===== src/rtl/mul_add_int.sv =====
// mul_add_int: iterative unsigned shift-add multiply-accumulate, x = q*y + r.
// Rebuilds a dividend from quotient, divisor and remainder. It uses the same
// start/busy/valid handshake as the integer divider. The latency is fixed at
// WIDTH iterations, and there is no early exit.
//
// Ports
//   clk    rising-edge clock
//   rstn   asynchronous active-low reset
//   start  1-cycle request; samples q, y, r (restarts if already busy)
//   busy   computation in progress
//   valid  1-cycle pulse; x and rerr are valid
//   rerr   remainder error: r >= y at start (includes y == 0)
//   q      multiplier (quotient), WIDTH bits
//   y      multiplicand (divisor), WIDTH bits
//   r      addend (remainder), WIDTH bits
//   x      result q*y + r, 2*WIDTH bits; holds until next completion or reset
module mul_add_int #(
  parameter int WIDTH = 8
) (
  input  logic                 clk,
  input  logic                 rstn,
  input  logic                 start,
  output logic                 busy,
  output logic                 valid,
  output logic                 rerr,
  input  logic [WIDTH-1:0]     q,
  input  logic [WIDTH-1:0]     y,
  input  logic [WIDTH-1:0]     r,
  output logic [2*WIDTH-1:0]   x
);

  localparam int              CW   = (WIDTH > 1) ? $clog2(WIDTH) : 1;
  localparam logic [CW-1:0]   LAST = CW'(WIDTH - 1);

  logic [2*WIDTH-1:0] acc;
  logic [2*WIDTH-1:0] acc_sum;
  logic [2*WIDTH-1:0] addend;
  logic [WIDTH-1:0]   y1;
  logic [WIDTH-1:0]   mq;
  logic [CW-1:0]      i;
  logic               rerr_int;

  // One adder: the partial product for bit i is y1 shifted into place.
  // The worst-case sum (2^W-1)^2 + 2^W-1 still fits in 2*WIDTH bits.
  always_comb begin
    addend  = '0;
    if (mq[0]) begin
      addend = {{WIDTH{1'b0}}, y1} << i;
    end
    acc_sum = acc + addend;
  end

  always_ff @(posedge clk or negedge rstn) begin
    if (!rstn) begin
      busy     <= 1'b0;
      valid    <= 1'b0;
      rerr     <= 1'b0;
      x        <= '0;
      acc      <= '0;
      y1       <= '0;
      mq       <= '0;
      i        <= '0;
      rerr_int <= 1'b0;
    end else begin
      valid <= 1'b0;
      if (start) begin
        // Start wins over iteration. A start while busy silently drops the old job.
        y1       <= y;
        mq       <= q;
        acc      <= {{WIDTH{1'b0}}, r};
        i        <= '0;
        busy     <= 1'b1;
        rerr_int <= (r >= y);
      end else if (busy) begin
        acc <= acc_sum;
        mq  <= mq >> 1;
        if (i == LAST) begin
          busy  <= 1'b0;
          valid <= 1'b1;
          x     <= acc_sum;
          rerr  <= rerr_int;
        end else begin
          i <= i + 1'b1;
        end
      end
    end
  end

endmodule


===== config.mk =====
export PLATFORM = sky130hd
export DESIGN_NAME = mul_add_int
export DESIGN_NICKNAME = d
export VERILOG_FILES = /design/src/rtl/mul_add_int.sv
export SDC_FILE = /design/constraint.sdc
export NUM_CORES = 1
export LEC_CHECK = 0
export ABC_AREA = 1
export CORE_AREA = 5 5 84 86
export DETAILED_ROUTE_END_ITERATION = 6
export DIE_AREA = 0 0 89 91
export GPL_TIMING_DRIVEN = 0
export PLACE_DENSITY = 0.84
export SLEW_MARGIN = 30
export SYNTH_ARGS = -nofsm -noshare
export SYNTH_HDL_FRONTEND = slang
export SYNTH_SLANG_ARGS = --single-unit

===== constraint.sdc =====
create_clock -name clk -period 6.54 [get_ports clk]
set_clock_uncertainty 0.05 [all_clocks]
set_input_delay 1.308 -clock clk [delete_from_list [all_inputs] [get_ports clk]]
set_output_delay 1.308 -clock clk [all_outputs]
set_load 0.1 [all_outputs]

### Yosys cells after proc, flatten, opt, wreduce, memory -nomap -nowiden

Cells that the tools add are included.

* register bits: 55
* input port bits: 27
* output and inout port bits: 19
* logic and storage cells: 33

* add/sub/neg operators: 2
* magnitude comparators: 1
* equality and inequality tests: 2
* shift operators: 1
* muxes and demuxes: 14
* bitwise gates (word level): 1
* reduce and logical (&&, ||, !) cells: 3

Operators with widths (count)
* 16-bit two-way mux: 3
* 16-bit adder: 1
* 8-bit two-way mux: 2
* 8-bit by 3-bit << shifter with 16-bit output: 1
* 3-bit two-way mux: 3
* 8-bit >= comparator: 1
* 1-bit two-way mux: 6
* 3-bit by 1-bit adder with 3-bit output (second input constant): 1
* 3-bit == test (second input constant): 1
* 3-bit AND reduction: 1
* 2-bit != test (second input constant): 1
* 2-bit AND reduction: 1
* 2-bit nonzero test: 1
* 1-bit NOT: 1

### Depth between registers and ports, before layout

* depth after elaboration: 5
* mapped depth: 17

### Worst setup path before layout

Ideal clock, no wire load.

* kind: flip-flop to flip-flop
* from: register i[0]
* to: register x[8]
* library setup time: 0.120 ns
* arrival time: 2.168 ns
* slack: 4.202 ns
* stages on the path, launching flop included: 16
* path buffers: 2
* clock period less this slack: 2.338 ns
* path through: dfrtp_1 > buf_2 > buf_4 > nor2_1 > nand2_1 > nor2_1 > ha_1 > inv_1 > fa_1 > inv_1 > nand3_1 > nand3_1 > a21oi_1 > or2_1 > nand3_1 > nand2_1

* word-level cells in the longest chain between the ends: 3
* elaborated cells between the ends (all ways): 5

Ends and longest elaborated chain
* start: declaration: line 40 `logic [CW-1:0] i;`
* start signal: assignment: line 83 `i <= i + 1'b1;`
* 8-bit by 3-bit << shifter with 16-bit output: line 48 `addend = {{WIDTH{1'b0}}, y1} << i;`
* 16-bit two-way mux: line 47 `if (mq[0]) begin`
* 16-bit adder: line 50 `acc_sum = acc + addend;`
* end signal: assignment: line 80 `x <= acc_sum;`
* end: declaration: line 29 `output logic [2*WIDTH-1:0] x`

Several ways; a longest one is shown, not always the timed one.
A chain may end at the register's enable or synchronous reset.

### Worst setup path after layout

* from: register x[4]
* to: output x[4]

No word-level cell between the ends.

==> metrics.md <==
| Metric | Value |
|---|---|
| Outcome | `finished, final reports clean` |
| Worst hold path class | `flop to flop` |
| Post-route DRC | `0` |
| Setup_tns | `0 ps` |
| Final Hold Fails | `0` |
| Final slew viol count | `0` |
| Hold buffers post-CTS | `0` |
| Hold_ws | `434 ps` |
| Worst Setup Start Kind | `flop` |
| Clk sinks | `55` |
| Post-CTS setup buffers | `0` |
| CTS tree | `built` |
| Rel. slew slack | `34.5%` |
| Vias post-DR | `3396` |
| Vias in the first global route | `3251` |
| Clock latency on the worst-skew pair | `330 ps` |
| H-tree depth | `2` |
| CP Class | `flop to output port` |
| Critical path arrival | `1840 ps` |
| Max_cap viols | `0` |
| Buffers on Ports | `44` |
| Fillers | `532` |
| Post_cts resized | `0` |
| Cell Area, Synth | `0.00360 mm^2` |
| Routability cong. | `0.922` |
| Avg Synthesized Cell Area | `7.15 um^2` |
| HPWL after DPL | `6850 um` |
| Vias per inst | `5.36` |
| Initial antenna violation count | `0` |
| Root buffer cell | `clkbuf_8` |
| Fin cells | `633` |
| Post-synthesis sequential area ratio | `38.2%` |
| Drt total wl | `8640 um` |
| Die Wd | `89 um` |
| Number of detailed-route iterations in the first pass | `6` |
| Syn Nets | `556` |
| Starting Density | `58.0%` |
| P&R area growth vs syn | `18.0%` |
| Global Route Usage Sum | `22.9%` |
| FP Rows | `29` |
| Total power draw | `0.00154 W` |
| Setup violators final | `0` |
| Yosys cell types | `33` |
| Total grt overflow | `0` |
| Worst path bufs/invs | `1` |
| Critical-path cell list | `clkdlybuf4s50_1` |
| Diodes inserted | `0` |
| Clk buf depth | `2` |
| Most common cell after layout, fill and taps aside | `nand2_1` |
| Synth warn | `0` |
| Share of layout cells above drive strength 1 | `5.58%` |
| DRT antenna net count | `0` |
| Clock slew at reported path FFs | `110 ps` |
| Leak Pwr | `2.29 nW` |
| Die Area | `0.00810 mm^2` |
| PwrDens | `361 mW/mm^2` |
| # IOs | `46` |
| Biggest cell delay along the critical path | `1140 ps` |
| Core ar. | `0.00620 mm^2` |
| Wire per inst | `13.6 um` |
| CP Capture Type | `output port` |
| Flops & latches, synth | `55` |
| Pin count of the biggest net entering global routing | `30` |
| Die H | `91 um` |
| Most frequent cells in the layout | `187 x nand2_1, 69 x inv_1, 55 x dfrtp_1, 43 x clkdlybuf4s50_1, 42 x nand3_1` |
| Tmin final | `3200 ps` |
| Post-synthesis instance total | `503` |
| RSZ-0062 raised after global routing | `false` |
| Maximum clock frequency | `312 MHz` |
| DRT iter0 DRCs | `188` |
| Family with the most delay on the worst path | `buffers and inverters` |
| Final nets | `608` |
| First-pass GRT wire length | `14800 um` |
| Core Util, Final | `68.4%` |
| CTS buffer count | `5` |
| Crit-path max FO | `2` |
| VDD IR max | `0.422 mV` |
| Tcrit/Tclk final | `49.0%` |
| Critical Path RT | `5180 ps` |
| Crit-path slowest cell | `clkdlybuf4s50_1` |
| Placed cell count | `625` |
| Worst-margin pin slew | `979 ps` |
cells in the mapped netlist:
| cell type | number | share of area (%) |
|---|---|---|
| nand2_1 | 187 | 20 |
| inv_1 | 69 | 7.2 |
| dfrtp_1 | 55 | 38 |
| nand3_1 | 42 | 5.8 |
| o21ai_0 | 29 | 4.0 |
| ha_1 | 25 | 8.7 |
| nor2_1 | 23 | 2.4 |
| a21oi_1 | 11 | 1.5 |
| o22ai_1 | 7 | 1.2 |
| buf_2 | 5 | 0.70 |
| clkbuf_1 | 5 | 0.52 |
| nor3_1 | 4 | 0.56 |
| o21ai_2 | 4 | 0.97 |
| or2_1 | 4 | 0.70 |
| a22oi_1 | 3 | 0.63 |
| buf_6 | 3 | 0.94 |
| nand3b_1 | 3 | 0.63 |
| o21ai_1 | 3 | 0.42 |
| buf_4 | 2 | 0.42 |
| nand2_2 | 2 | 0.35 |
| nand4_1 | 2 | 0.35 |
| nor2_8 | 2 | 1.1 |
| o211ai_1 | 2 | 0.42 |
| xnor2_1 | 2 | 0.49 |
| clkinv_1 | 1 | 0.10 |
| fa_1 | 1 | 0.56 |
| inv_2 | 1 | 0.10 |
| inv_4 | 1 | 0.17 |
| mux2i_1 | 1 | 0.28 |
| o21a_1 | 1 | 0.21 |
| o221ai_1 | 1 | 0.24 |
| or2_4 | 1 | 0.24 |
| xor2_1 | 1 | 0.24 |
layer usage:
layer / up-vias / global-route usage (%) / share of wire [%]
met1: 1558 / 30.3 / 44
met5: - / 0 / 0
met2: 120 / 36.9 / 47
li1: 1694 / - / -
met4: 0 / 9.80 / 3.5
met3: 24 / 3.71 / 5.8
kinds of logic (layout without fill, tap and decap cells):
group	after synthesis	in the layout	share of synthesized area, %
and+or+nand+nor	270	270	31.7
buffers and inverters	87	140	10.2
DFF	55	55	38.2
adders and majority gates	26	26	9.25
AOI/OAI and AO/OA	61	61	9.67
xor gates and xnor gates	3	3	0.730
muxes	1	1	0.278
where the power goes:
group	internal, W	switching, W	total, W	leakage, nW
combinational	0.000266	0.000606	0.000872	1.54
sequential	0.000417	0.0000472	0.000465	0.700
clock	0.0000769	0.000122	0.000199	0.0443
total	0.000760	0.000775	0.00154	2.29
path summary, 6_finish.rpt:
check                      cells past startpoint  endpoint  startpoint  slack [ps]
max                                            1      x[4]        x[4]        3340
min                                            2     x[15]       x[15]         430
max reg2reg                                   14    acc[7]        i[0]        3820
min reg2reg                                    2     x[15]       x[15]         430
max in group asynchronous                      2      x[0]        rstn        5120
min in group asynchronous                      1     y1[6]        rstn         840
layout make-up:
class / instances / area, um^2 / share of cell area (%)
buffer: 15 / 92.6 / 2.18
sequential: 55 / 1380 / 32.4
multi-input combinational: 361 / 1860 / 43.7
timing repair buffer: 45 / 458 / 10.8
clock inverter: 3 / 25.0 / 0.589
clock buffer: 5 / 68.8 / 1.62
inverter: 72 / 273 / 6.42
tap: 77 / 96.3 / 2.27
through the flow:
stage / cell area (um^2) / setup WS (ps)
floorplan: 3600 / 4200
global placement: 4140 / 2420
detailed placement: 4150 / 3550
CTS: 4250 / 3330
global route: 4250 / 3280
finish: 4250 / 3340
state kept, by name, indices dropped and copies added (netlist names):
signal	count
rerr	1
x	16
i	3
acc	16
mq	8
valid	1
y1	8
rerr_int	1
busy	1
No activity file was read; power rests on OpenSTA's default activity.
